File: src/rtl/flip_select_sequencer.sv
// Sequences one flip decision: fetches each literal's broken/mask bits, presents them to
// the flip selector, issues the use cycle, and returns the chosen variable. Optional macro:
// FLIP_SEQ_TIMEOUT_EN adds a memory watchdog that treats a silent literal as padded.
module flip_select_sequencer #(
    parameter int NSAT                     = 3,
    parameter int MAX_CLAUSES_PER_VARIABLE = 20,
    parameter int VAR_BITS                 = 10,
    parameter int TIMEOUT_CYCLES           = 16
) (
    input  logic                                clk,
    input  logic                                reset,
    input  logic                                start_i,
    output logic                                start_ready_o,
    input  logic [NSAT*VAR_BITS-1:0]            clause_vars_i,
    output logic                                mem_req_o,
    output logic [VAR_BITS-1:0]                 mem_addr_o,
    input  logic                                mem_rvalid_i,
    input  logic [MAX_CLAUSES_PER_VARIABLE-1:0] mem_broken_i,
    input  logic [MAX_CLAUSES_PER_VARIABLE-1:0] mem_mask_i,
    output logic [MAX_CLAUSES_PER_VARIABLE-1:0] vfs_broken_o,
    output logic [MAX_CLAUSES_PER_VARIABLE-1:0] vfs_mask_o,
    output logic [NSAT-1:0]                     vfs_valid_o,
    output logic [$clog2(NSAT)-1:0]             vfs_wren_o,
    input  logic [$clog2(NSAT)-1:0]             vfs_selected_i,
    input  logic [MAX_CLAUSES_PER_VARIABLE-1:0] vfs_broken_bits_i,
    output logic                                done_valid_o,
    input  logic                                done_ready_i,
    output logic [VAR_BITS-1:0]                 done_var_o,
    output logic [$clog2(NSAT)-1:0]             done_row_o,
    output logic [MAX_CLAUSES_PER_VARIABLE-1:0] done_broken_bits_o
);

    localparam int NB = $clog2(NSAT);
    localparam int MC = MAX_CLAUSES_PER_VARIABLE;

    // The selector's wren code space only distinguishes three rows plus the use cycle.
    if (NSAT != 3) begin : g_bad_nsat
        $error("flip_select_sequencer: NSAT must be 3");
    end
    if (TIMEOUT_CYCLES < 1) begin : g_bad_timeout
        $error("flip_select_sequencer: TIMEOUT_CYCLES must be at least 1");
    end

    typedef enum logic [2:0] {
        S_IDLE,
        S_FETCH,
        S_PRESENT,
        S_CAPTURE,
        S_DONE
    } state_e;

    state_e                   state_q, state_d;
    logic [NB-1:0]            idx_q, idx_d;
    logic [NSAT*VAR_BITS-1:0] vars_q, vars_d;
    logic [NSAT-1:0]          valid_q, valid_d;
    logic [MC-1:0]            broken_q, broken_d;
    logic [MC-1:0]            mask_q, mask_d;
    logic [NB-1:0]            wren_q, wren_d;
    logic                     mem_req_q, mem_req_d;
    logic [VAR_BITS-1:0]      mem_addr_q, mem_addr_d;
    logic                     start_ready_q, start_ready_d;
    logic                     done_valid_q, done_valid_d;
    logic [VAR_BITS-1:0]      done_var_q, done_var_d;
    logic [NB-1:0]            done_row_q, done_row_d;
    logic [MC-1:0]            done_bb_q, done_bb_d;
    logic                     no_cand_q, no_cand_d;

    logic                     go_lit;
    logic [NB-1:0]            lit_idx;
    logic [VAR_BITS-1:0]      lit_var;
    logic                     enter_present;

`ifdef FLIP_SEQ_TIMEOUT_EN
    localparam int TW = $clog2(TIMEOUT_CYCLES + 1);
    logic [TW-1:0] timer_q, timer_d;
`endif

    always_comb begin
        // NOTE: every combinational output gets a default first so no path infers a latch.
        state_d       = state_q;
        idx_d         = idx_q;
        vars_d        = vars_q;
        valid_d       = valid_q;
        broken_d      = broken_q;
        mask_d        = mask_q;
        wren_d        = '0;
        mem_req_d     = mem_req_q;
        mem_addr_d    = mem_addr_q;
        start_ready_d = start_ready_q;
        done_valid_d  = done_valid_q;
        done_var_d    = done_var_q;
        done_row_d    = done_row_q;
        done_bb_d     = done_bb_q;
        no_cand_d     = no_cand_q;
        go_lit        = 1'b0;
        lit_idx       = '0;
        lit_var       = '0;
        enter_present = 1'b0;
`ifdef FLIP_SEQ_TIMEOUT_EN
        timer_d       = timer_q;
`endif

        case (state_q)
            S_IDLE: begin
                if (start_i && start_ready_q) begin
                    vars_d        = clause_vars_i;
                    valid_d       = '0;
                    no_cand_d     = 1'b0;
                    start_ready_d = 1'b0;
                    go_lit        = 1'b1;
                    lit_idx       = '0;
                end
            end

            S_FETCH: begin
                if (mem_rvalid_i) begin
                    mem_req_d      = 1'b0;
                    broken_d       = mem_broken_i;
                    mask_d         = mem_mask_i;
                    valid_d[idx_q] = 1'b1;
                    state_d        = S_PRESENT;
                    enter_present  = 1'b1;
                end
`ifdef FLIP_SEQ_TIMEOUT_EN
                else if (timer_q == TW'(TIMEOUT_CYCLES - 1)) begin
                    // Memory cancels once the request drops; the literal degrades to padding.
                    mem_req_d     = 1'b0;
                    broken_d      = '0;
                    mask_d        = '0;
                    state_d       = S_PRESENT;
                    enter_present = 1'b1;
                end else begin
                    timer_d = timer_q + TW'(1);
                end
`endif
            end

            S_PRESENT: begin
                if (idx_q == NB'(NSAT - 1)) begin
                    state_d = S_CAPTURE;
                end else begin
                    go_lit  = 1'b1;
                    lit_idx = idx_q + NB'(1);
                end
            end

            S_CAPTURE: begin
                state_d      = S_DONE;
                done_valid_d = 1'b1;
                if (no_cand_q || (int'(vfs_selected_i) >= NSAT)) begin
                    done_var_d = '0;
                    done_row_d = NB'(NSAT);
                    done_bb_d  = '0;
                end else begin
                    done_var_d = vars_q[int'(vfs_selected_i)*VAR_BITS +: VAR_BITS];
                    done_row_d = vfs_selected_i;
                    done_bb_d  = vfs_broken_bits_i;
                end
            end

            S_DONE: begin
                if (done_ready_i) begin
                    done_valid_d  = 1'b0;
                    start_ready_d = 1'b1;
                    state_d       = S_IDLE;
                end
            end

            default: begin
                state_d = S_IDLE;
            end
        endcase

        // Step to literal lit_idx: padded literals skip the memory entirely.
        if (go_lit) begin
            lit_var = vars_d[int'(lit_idx)*VAR_BITS +: VAR_BITS];
            idx_d   = lit_idx;
            if (lit_var == '0) begin
                broken_d      = '0;
                mask_d        = '0;
                state_d       = S_PRESENT;
                enter_present = 1'b1;
            end else begin
                state_d    = S_FETCH;
                mem_req_d  = 1'b1;
                mem_addr_d = lit_var;
`ifdef FLIP_SEQ_TIMEOUT_EN
                timer_d    = '0;
`endif
            end
        end

        // Last row doubles as the use cycle, unless nothing valid was ever loaded.
        if (enter_present) begin
            if (idx_d == NB'(NSAT - 1)) begin
                if (valid_d == '0) begin
                    wren_d    = '0;
                    no_cand_d = 1'b1;
                end else begin
                    wren_d = '1;
                end
            end else begin
                wren_d = NB'(1) << idx_d;
            end
        end
    end

    always_ff @(posedge clk) begin
        if (reset) begin
            state_q       <= S_IDLE;
            idx_q         <= '0;
            vars_q        <= '0;
            valid_q       <= '0;
            broken_q      <= '0;
            mask_q        <= '0;
            wren_q        <= '0;
            mem_req_q     <= 1'b0;
            mem_addr_q    <= '0;
            start_ready_q <= 1'b1;
            done_valid_q  <= 1'b0;
            done_var_q    <= '0;
            done_row_q    <= NB'(NSAT);
            done_bb_q     <= '0;
            no_cand_q     <= 1'b0;
`ifdef FLIP_SEQ_TIMEOUT_EN
            timer_q       <= '0;
`endif
        end else begin
            // NOTE: state registers use non-blocking assignments so every flop samples pre-edge values.
            state_q       <= state_d;
            idx_q         <= idx_d;
            vars_q        <= vars_d;
            valid_q       <= valid_d;
            broken_q      <= broken_d;
            mask_q        <= mask_d;
            wren_q        <= wren_d;
            mem_req_q     <= mem_req_d;
            mem_addr_q    <= mem_addr_d;
            start_ready_q <= start_ready_d;
            done_valid_q  <= done_valid_d;
            done_var_q    <= done_var_d;
            done_row_q    <= done_row_d;
            done_bb_q     <= done_bb_d;
            no_cand_q     <= no_cand_d;
`ifdef FLIP_SEQ_TIMEOUT_EN
            timer_q       <= timer_d;
`endif
        end
    end

    assign start_ready_o      = start_ready_q;
    assign mem_req_o          = mem_req_q;
    assign mem_addr_o         = mem_addr_q;
    assign vfs_broken_o       = broken_q;
    assign vfs_mask_o         = mask_q;
    assign vfs_valid_o        = valid_q;
    assign vfs_wren_o         = wren_q;
    assign done_valid_o       = done_valid_q;
    assign done_var_o         = done_var_q;
    assign done_row_o         = done_row_q;
    assign done_broken_bits_o = done_bb_q;

endmodule

File: config.mk
export PLATFORM = sky130hd
export DESIGN_NAME = flip_select_sequencer
export DESIGN_NICKNAME = d
export VERILOG_FILES = /design/src/rtl/flip_select_sequencer.sv
export SDC_FILE = /design/constraint.sdc
export NUM_CORES = 1
export LEC_CHECK = 0
export ABC_AREA = 1
export CAP_MARGIN = 10
export CORE_MARGIN = 3
export CORE_UTILIZATION = 50
export DETAILED_ROUTE_END_ITERATION = 6
export HOLD_SLACK_MARGIN = 0.08
export PLACE_DENSITY = 0.86
export RECOVER_POWER = 50
export SYNTH_ARGS = -nofsm -noshare
export SYNTH_HDL_FRONTEND = slang
export SYNTH_SLANG_ARGS = --single-unit
File: constraint.sdc
create_clock -name clk -period 4.93 [get_ports clk]
set_input_delay 0.986 -clock clk [delete_from_list [all_inputs] [get_ports clk]]
set_output_delay 0.986 -clock clk [all_outputs]
set_load 0.1 [all_outputs]
# Yosys cells after proc, flatten, opt, wreduce, memory -nomap -nowiden
# Cells that the tools add are included.
# word_totals
inputBits	97
out_inout_bits	90
regBits	126
# classes
n_addsub	1
n_eq_ne	12
n_mux	50
bitwise	3
n_shift	3
n_lt_le_gt_ge	3
n_reduce_logical	13
mul	2
# op_table
op	count
20-bit two-way mux	9
30-bit two-way mux	2
30-bit by 7-bit indexed part select with 10-bit output	2
1-bit two-way mux	19
3-bit two-way mux	6
3-bit one-hot mux with 5 select lines	1
2-bit two-way mux	7
10-bit logical NOT	1
2-bit by 3-bit multiplier with 5-bit output (second input constant)	2
10-bit two-way mux	1
3-bit inequality test (second input constant)	3
3-bit by 2-bit equality test with 1-bit output (second input constant)	2
3-bit logical NOT	2
2-bit inequality test (second input constant)	3
1-bit one-hot mux with 2 select lines	3
3-bit one-hot mux with 2 select lines	1
2-bit equality test (second input constant)	2
2-bit AND reduction	2
4-bit AND reduction	1
2-bit nonzero test	2
3-bit by 1-bit equality test with 1-bit output (second input constant)	1
3-bit equality test (second input constant)	1
2-bit by 3-bit < comparator with 1-bit output (second input constant)	1
3-bit OR	1
other kinds (10)	12

# Logic depth before layout (Yosys ltp)
# Gate-level depths: netlist of the first run.
# logic_depth
depth_word	11
depth_mapped	18

# Least setup slack after synthesis of the first run
# No wires, ideal clock.
# synth_timing
path_kind	flip-flop to flip-flop
startpoint	reg start_ready_q (netlist: start_ready_o)
endpoint	reg broken_q[0] (netlist: vfs_broken_o[0])
setup_time_ps	107
stages_incl_launch_ff	19
arrival_ps	2561
slack_ps	2262
n_path_buf	3
cell_sequence	dfxtp_1 -> buf_4 -> nand2_4 -> buf_2 -> nand2_1 -> nand2_1 -> nand2_1 -> nand3_1 -> nand3_1 -> nand2_1 -> nor2_1 -> nand2_1 -> nor2_2 -> nand3_2 -> nand2_1 -> inv_2 -> buf_6 -> nand2_2 -> inv_2
# synth_via
elab_chain_len	7
# synth_lines
item	line	source
from (decl)	61	logic start_ready_q, start_ready_d;
from (signal assigned)	239	start_ready_q <= start_ready_d;
1-bit logical AND *	105	if (start_i && start_ready_q) begin
30-bit two-way mux	105	
30-bit two-way mux	103	case (state_q)
30-bit by 7-bit indexed part select with 10-bit output	176	lit_var = vars_d[int'(lit_idx)*VAR_BITS +: VAR_BITS];
10-bit logical NOT	178	if (lit_var == '0) begin
20-bit two-way mux	178	
20-bit two-way mux *	175	if (go_lit) begin
to (signal assigned)	234	broken_q <= broken_d;
to (decl)	56	logic [MC-1:0] broken_q, broken_d;
# Mark *: on every way between the ends. The rest lies on a longest branch, timed or not.
# A chain may end at the register's enable or synchronous reset.

# Final worst setup path of the first run
# layout_timing
startpoint	in start_i
endpoint	reg broken_q[19] (netlist: vfs_broken_o[19])
# layout_via
elab_chain_len	7
# layout_lines
item	line	source
from (decl)	12	input logic start_i,
1-bit logical AND *	105	
30-bit two-way mux	105	
30-bit two-way mux	103	
30-bit by 7-bit indexed part select with 10-bit output	176	
10-bit logical NOT	178	
20-bit two-way mux	178	
20-bit two-way mux *	175	
# Marks and branches as above.

==> results of run 1 <==
critical path: cells and delay by family:
kind / cells / cell delay (ns)
buffers and inverters: 3 / 1.41
AND/OR/NAND/NOR: 12 / 1.77
how the worst max path moves through the flow:
| stage | end | slack (ns) |
|---|---|---|
| final | vfs_broken_o[19] | 1.10 |
| after floorplan | vfs_broken_o[0] | 2.26 |
| after detailed placement | vfs_broken_o[10] | 1.17 |
| after CTS | vfs_broken_o[10] | 1.54 |
| after global placement | vfs_broken_o[1] | 1.25 |
| after global routing | vfs_broken_o[17] | 0.87 |
cells by family (layout without fill, tap and decap cells):
kind of cell | Yosys count | in the layout | share of synthesized area
compound gates | 99 | 99 | 0.105
buf+inv | 132 | 312 | 0.101
flops | 126 | 126 | 0.441
simple gates | 483 | 483 | 0.353
metal layers:
layer | vias up | GRT usage | wire, microns
li1 | 2959 | - | -
met2 | 283 | 0.434 | 7960
met3 | 43 | 0.111 | 1860
met5 | - | 0 | 0
met1 | 2619 | 0.298 | 6600
met4 | 0 | 0.0913 | 391
cell usage in the layout, fill, tap and decap left out, drive strengths merged:
master / instances
a211oi: 1
a21oi: 40
a22oi: 20
a31oi: 1
buf: 6
bufinv: 3
clkbuf: 24
clkdlybuf4s50: 144
clkinv: 6
clkinvlp: 2
dfxtp: 126
dlygate4sd3: 41
inv: 86
nand2: 341
nand3: 48
nand4: 3
nor2: 89
nor3: 2
o211ai: 4
o21a: 1
o21ai: 21
o221ai: 1
o31ai: 4
o32ai: 6
area by class of cell:
cell class | instances | area share
multi-input cells | 582 | 0.322
flip-flops and latches | 126 | 0.310
repair buffers | 193 | 0.234
clock buffers | 22 | 0.0558
inverters | 87 | 0.0401
well taps | 140 | 0.0215
clock inverters | 10 | 0.0169
sequential cells by signal, summed over array words and instances (netlist names):
register	count
vars_q	30
done_broken_bits_o	20
vfs_broken_o	20
vfs_mask_o	20
done_var_o	10
mem_addr_o	10
state_q	3
vfs_valid_o	3
done_row_o	2
idx_q	2
vfs_wren_o	2
done_valid_o	1
mem_req_o	1
no_cand_q	1
start_ready_o	1
where the power goes:
part           leakage (nW)  internal, mW  switching, mW  total [mW]
clock                 0.284         0.808          0.456        1.26
combinational          2.62         0.479           1.37        1.85
sequential             1.02          1.18          0.102        1.28
per-stage QoR:
stage	hold WS, ns	instances	setup slack, ns	instance area (sq um)	power, mW
3_5_place_dp	0.452	1128	1.17	7570	3.14
4_1_cts	0.462	1160	1.54	8160	4.42
6_report	0.456	1160	1.10	8140	4.39
5_1_grt	0.478	1160	0.870	8140	4.61
3_3_place_gp	0.448	1128	1.25	7570	3.12
2_1_floorplan	0.440	840	2.26	5720	2.73
==> results.txt, run 1 <==
- Setup violations remaining at the end of the flow were counted as 0.
- Cell chain of the critical path: dlygate4sd3_1 > nand2_1 > nor2_8 > nand2_1 > nand2_1 > nand2_1 > nand2_1 > nand2_1 > nand2_1 > nor2_2 > nand3_2 > nand2_1 > inv_2 > nand2_1 > inv_1
* Insertion delay to the later sink of the worst-skew pair: a little over 0.4 ns
* R2R cell count: 13
- The first detailed-routing pass took 6 iterations.
- The max-slew violation total from the final report is 76.
* Maximum number of pins on one net before global-route repair: 68
- The worst setup path is launched from an input port.
* Fin nets: 1,104
- Overall die area: 12,800 sq um
- Master cell of the clock root buffer: sky130_fd_sc_hd__clkbuf_16
- Per-cell routed wire length: 14.5 microns
- The largest total area in the synthesized netlist belongs to sky130_fd_sc_hd__dfxtp_1.
- The first global-routing pass estimated about 27 mm of wire.
- Cell row count: 38
- Total half-perimeter wirelength after legalization and detailed placement: roughly 11 mm
- The checks that failed: capacitance limit, slew limit.
* Storage element area: roughly 2500 sq um
* Number of primary I/O pins: about 190
- Among all stages on the critical path, the largest delay is contributed by sky130_fd_sc_hd__dlygate4sd3_1.
* Count of antenna-violating nets left after detailed routing: 0
- Number of buffers on the longest clock path: 2
- Endpoint arrival time on the critical path: ~4.2 ns
- Max-capacitance violation count: 2
* Launch instance of the worst min-delay path: done_var_o[6]
* Number of instances in the synthesized netlist: 840
- Number of buffers added to fix hold violations after cts: 0
- Critical setup path kind: input port to register
- At the end of the flow the core is filled with cells to 0.738.
* Number of library cell types mapped by synthesis: 33
* Setup TNS: 0 ns
- Largest incremental delay on the critical path: roughly 0.7 ns
* Type of the worst min-delay path: register to register
- Counting stages on the worst path, the most repeated cell is sky130_fd_sc_hd__nand2_1.
- For this run, the register share of the synthesized area comes to 0.441.
- The mapped netlist covers approximately 5700 sq um.
* Clock-pin slew of the registers on the worst-case setup and hold paths: 0.05 ns
- In this run the tool buffered the top-level ports with 186 buffer cells.
- In the final layout, the multi-input gates occupy around 2600 sq um.
* Via count of the first global-routing pass: between 5k and 6k
- H-tree depth reported by CTS: 4
- Among all flip-flop cells after synthesis, the most frequent one is sky130_fd_sc_hd__dfxtp_1.
- Of the available clock period, the critical path in the final layout requires 0.777.
- Among all cell types in the netlist, the one instantiated most often is sky130_fd_sc_hd__nand2_1.
- In the synthesized netlist the async set-or-reset flop fraction comes to 0.
- The routed layout has between 5k and 6k vias.
- Fraction of layout instances using a drive strength above 1: 0.0931
- Clock tree synthesis found a total of roughly 130 sinks.
* Share of the synthesized area in the top cell type: 0.441
- Clock skew after layout: around 0.0083 ns
- The worst setup path is captured at a register.
* Synthesized area per cell: 6.81 sq um
- Run status: complete, but fails checks
- Number of resized instances in the post-cts repair step: 0
* Cells on Worst Hold Path: 2
* CTS buffer count: 17
- Fill cells in the final layout number roughly 910.
- For this run the aggregate overflow at the end of global routing stands at 0.
* Startpoint of the worst register-to-register path: state_q[1]
* Actual transition at the worst max-transition pin: ~1.8 ns
- By area the synthesized netlist is led by sky130_fd_sc_hd__dfxtp_1 44%, sky130_fd_sc_hd__nand2_1 21%, sky130_fd_sc_hd__nor2_1 5.5%.
- Die extent in y: approximately 110 microns
* Hold Vio Cnt, Final: 0
- Area Overhead vs Synth: 42.4%
- Max Fclk: between 200 and 300 MHz
- Yosys reg bits: about 130
- Summed over all layers, the routed wires come to approximately 17 mm.
* Pleak: roughly 4 nW
- Area of the placeable core: 11,000 sq um
- Reg-to-reg critical path endpoint: vfs_wren_o[1]
- Initial antenna violation count: 0
* Post-synthesis net count: between 900 and 1k
- Worst-path fanout max: 40
* Data required time at the worst endpoint: ~5.3 ns
- DRC violation count after routing: 0
- Unrepaired setup endpoints after global routing: no
* Via count normalized by instance count: just over 5
* Post-CTS setup-driven buffer insertion count: 0
- Yosys warns: 0
* Diode count: 0
- Reg2Reg Setup Slack: around 1.6 ns
- Crit path from: start_i
- The worst path in the final design needs a cycle of roughly 3.8 ns, including I/O delays and setup.
* Largest voltage drop on the vdd net: between 0.3 and 0.4 mV
* Die Width: 113 microns
- Dividing total power by cell area gives a power density of around 540 nW/um^2.
* Starting density of the core: 0.518
- End of the worst hold path: done_var_o[6]
* Global Route Usage Sum: 0.260
- EDFF count, synth: 0
- Worst slew slack as a fraction of its limit: -0.219
- TritonCTS built the clock tree.
- The congestion estimate from routability-driven global placement came to 0.875.
- Number of DRC markers after the initial detailed-route iteration: approximately 550
- Top post-synthesis cells by count: 314 x sky130_fd_sc_hd__nand2_1, 126 x sky130_fd_sc_hd__dfxtp_1, 84 x sky130_fd_sc_hd__nor2_1
Power figures use the tool's default switching activity.
==> inputs of run 2 (changes only) <==
Settings changed: CORE_UTILIZATION 50 to 46, PLACE_DENSITY 0.86 to 0.8.
Clock period 4.93 ns to 3.8 ns, I/O delays scaled along.
==> results.txt, run 2 (synthesized netlist as in run 1, its figures left out) <==
* Number of detailed-routing iterations run before antenna repair: 5 (-1)
* Number of resized instances in the post-cts repair step: 0 (unchanged)
- Die Width: 117 microns (+4.0%)
- The total clock sinks came to 126 (unchanged).
* Hold Vio Cnt, Final: 0 (unchanged)
* Via count normalized by instance count: 4.88 (-4.1%)
* Crit path capture type: register
- The final reports fail on capacitance limit, slew limit.
- Global-route wire length before repair: 27.3 mm (+2.0%)
* Final Max Tran Viols: 35 (-54%)
- The HPWL reported at the end of detailed placement is 11.5 mm (+2.2%).
- Data required time at the worst endpoint: 4.11 ns (-1.17 ns)
- Clock-pin slew of the registers on the worst-case setup and hold paths: 0.05 ns (about the same)
* Overall die area: 13,800 sq um (+8.2%)
- Die extent in y: 117 microns (+4.0%)
- Endpoint arrival time on the critical path: 3.38 ns (-0.81 ns)
* Worst slew slack as a fraction of its limit: -0.0597 (+0.159)
- The design area was 8230 sq um (+1.1%).
- Number of buffers on the longest clock path: 2 (unchanged)
- The area of the core is 12,100 sq um (+9.3%).
* Diode count: 0 (unchanged)
- Area Overhead vs Synth: 44.0%
- Run status: complete, but fails checks
- The path class of the tightest hold or removal check is register to register.
- Post-layout worst setup margin: 0.726 ns (-0.371 ns)
- Setup violation total in the final timing report: 0 (unchanged)
* Reg2Reg Setup Slack: 0.76 ns (-0.88 ns)
- CTS tree: yes
- Count of antenna-violating nets left after detailed routing: 0 (unchanged)
- Final weighted congestion in routability-driven placement: 0.893 (+2.0%)
* Critical setup path kind: input port to register
* Startpoint kind of the worst setup timing path: input port
* Via count of the first global-routing pass: 5,554 (-0.70%)
* Actual transition at the worst max-transition pin: 1.59 ns (-0.239 ns)
- Max Fclk: about 330 MHz
* Starting density of the core: 0.474 (-0.0443)
* Initial antenna violation count: 0 (unchanged)
* Global Route Usage Sum: 0.240 (-0.0200)
* Setup TNS: 0 ns (unchanged)
- Total congestion overflow after global routing: 0 (unchanged)
- Largest register FFs: 30 (unchanged)
* CTS buffer count: 17 (unchanged)
- Fraction of layout instances using a drive strength above 1: 0.101 (+0.00833)
* Final worst-path cycle share: 0.809
- The leakage component of the power is 3.95 nW (+0.65%).
* Power per unit of standard cell area: 689 nW/um^2 (+28%)
- The number of setup buffers added after CTS was 0 (unchanged).
- The number of design-rule violations left by the first detailed-router iteration came to 451 (-18%).
* Most common cell after layout, fill and taps aside: sky130_fd_sc_hd__nand2_1
* Number of I/O port buffers: 186 (unchanged)
- The tree is rooted in a sky130_fd_sc_hd__clkbuf_16.
* H-tree depth reported by CTS: 4 (unchanged)
- The final layout net count came to 1,109 (+0.45%).
* Unrepaired setup endpoints after global routing: no
- The number of core rows was 40 (+5.3%).
* Clock skew after layout: 0.00902 ns (+0.000735 ns)
* DRC violation count after routing: 0 (unchanged)
- The clock insertion delay at the later pin of the skew report came to 0.41 ns (about the same).
- Number of buffers added to fix hold violations after cts: 0 (unchanged)
- Per-cell routed wire length: 14.0 microns (-3.3%)
- Placed cell areas: 7650 sq um (+1.1%)
* Maximum number of pins on one net before global-route repair: 68 (unchanged)
- More flip-flops sit in one register than any other, and that register is vars_q.
- Number of primary I/O pins: 187 (unchanged)
* Total via count in the routed design: 5,825 (-1.3%)
- The post-layout total power is 5.67 mW (+29%).
- The number of max-cap violations is 1 (-1).
- Post-placement worst setup slack: 0.441 ns (-0.727 ns)
- Clock period minus final worst setup slack: 3.07 ns
- Largest voltage drop on the vdd net: 0.346 mV (-4.9%)
- Commonest cells after routing, fill and taps aside: 315 x sky130_fd_sc_hd__nand2_1, 146 x sky130_fd_sc_hd__clkdlybuf4s50_1, 126 x sky130_fd_sc_hd__dfxtp_1
- Total detailed-routing wirelength: 16.7 mm (-0.55%)
- Worst-path fanout max: 18 (-55%)
## run 2: path summary, 6_finish.rpt
kind,start,end,cells after the start
worst max-delay path,start_i,vfs_mask_o[4],15
worst min-delay path,done_row_o[1],done_row_o[1],2
worst max register to register,state_q[0],done_broken_bits_o[6],8
worst min register to register,done_row_o[1],done_row_o[1],2
## run 2: worst max-delay path, stage by stage
cell	delay, ns
sky130_fd_sc_hd__dlygate4sd3_1	0.68
sky130_fd_sc_hd__nand2_4	0.20
sky130_fd_sc_hd__nor2_8	0.29
sky130_fd_sc_hd__nand2_1	0.09
sky130_fd_sc_hd__o211ai_1	0.12
sky130_fd_sc_hd__nand2_1	0.13
sky130_fd_sc_hd__nor2_1	0.11
sky130_fd_sc_hd__nand2_1	0.06
sky130_fd_sc_hd__nor2_1	0.19
sky130_fd_sc_hd__nand3_2	0.14
sky130_fd_sc_hd__nand2_1	0.10
sky130_fd_sc_hd__inv_2	0.17
sky130_fd_sc_hd__buf_4	0.23
sky130_fd_sc_hd__nand2_2	0.06
sky130_fd_sc_hd__inv_2	0.03
## run 2: report_power, final
| part | switching (mW) | internal [mW] |
|---|---|---|
| Combinational | 1.75 | 0.630 |
| Sequential | 0.131 | 1.53 |
| Clock | 0.606 | 1.02 |
| Total | 2.49 | 3.18 |
## run 2: layout make-up
cell class	count	area [sq um]
fillers	1032	3830
multi-input cells	582	2630
flip-flops and latches	126	2520
repair buffers	198	1940
clock buffers	20	467
inverters	87	327
well taps	168	210
clock inverters	12	135
## run 2: stage by stage
step,utilization,std cells,hold WS [ns]
floorplan,-,840,0.440
detailed placement,0.634,1161,0.447
global route,0.682,1193,0.482
finish,0.682,1193,0.459
CTS,0.684,1193,0.463
global placement,0.634,1161,0.447
## run 2: routing by layer
metal / track usage / vias up / share of wire / wire, microns
met5: 0 / - / 0 / 0
li1: - / 2964 / - / -
met1: 0.309 / 2605 / 0.44 / 7280
met3: 0.0774 / 37 / 0.081 / 1350
met2: 0.379 / 219 / 0.46 / 7630
met4: 0.0857 / 0 / 0.028 / 464
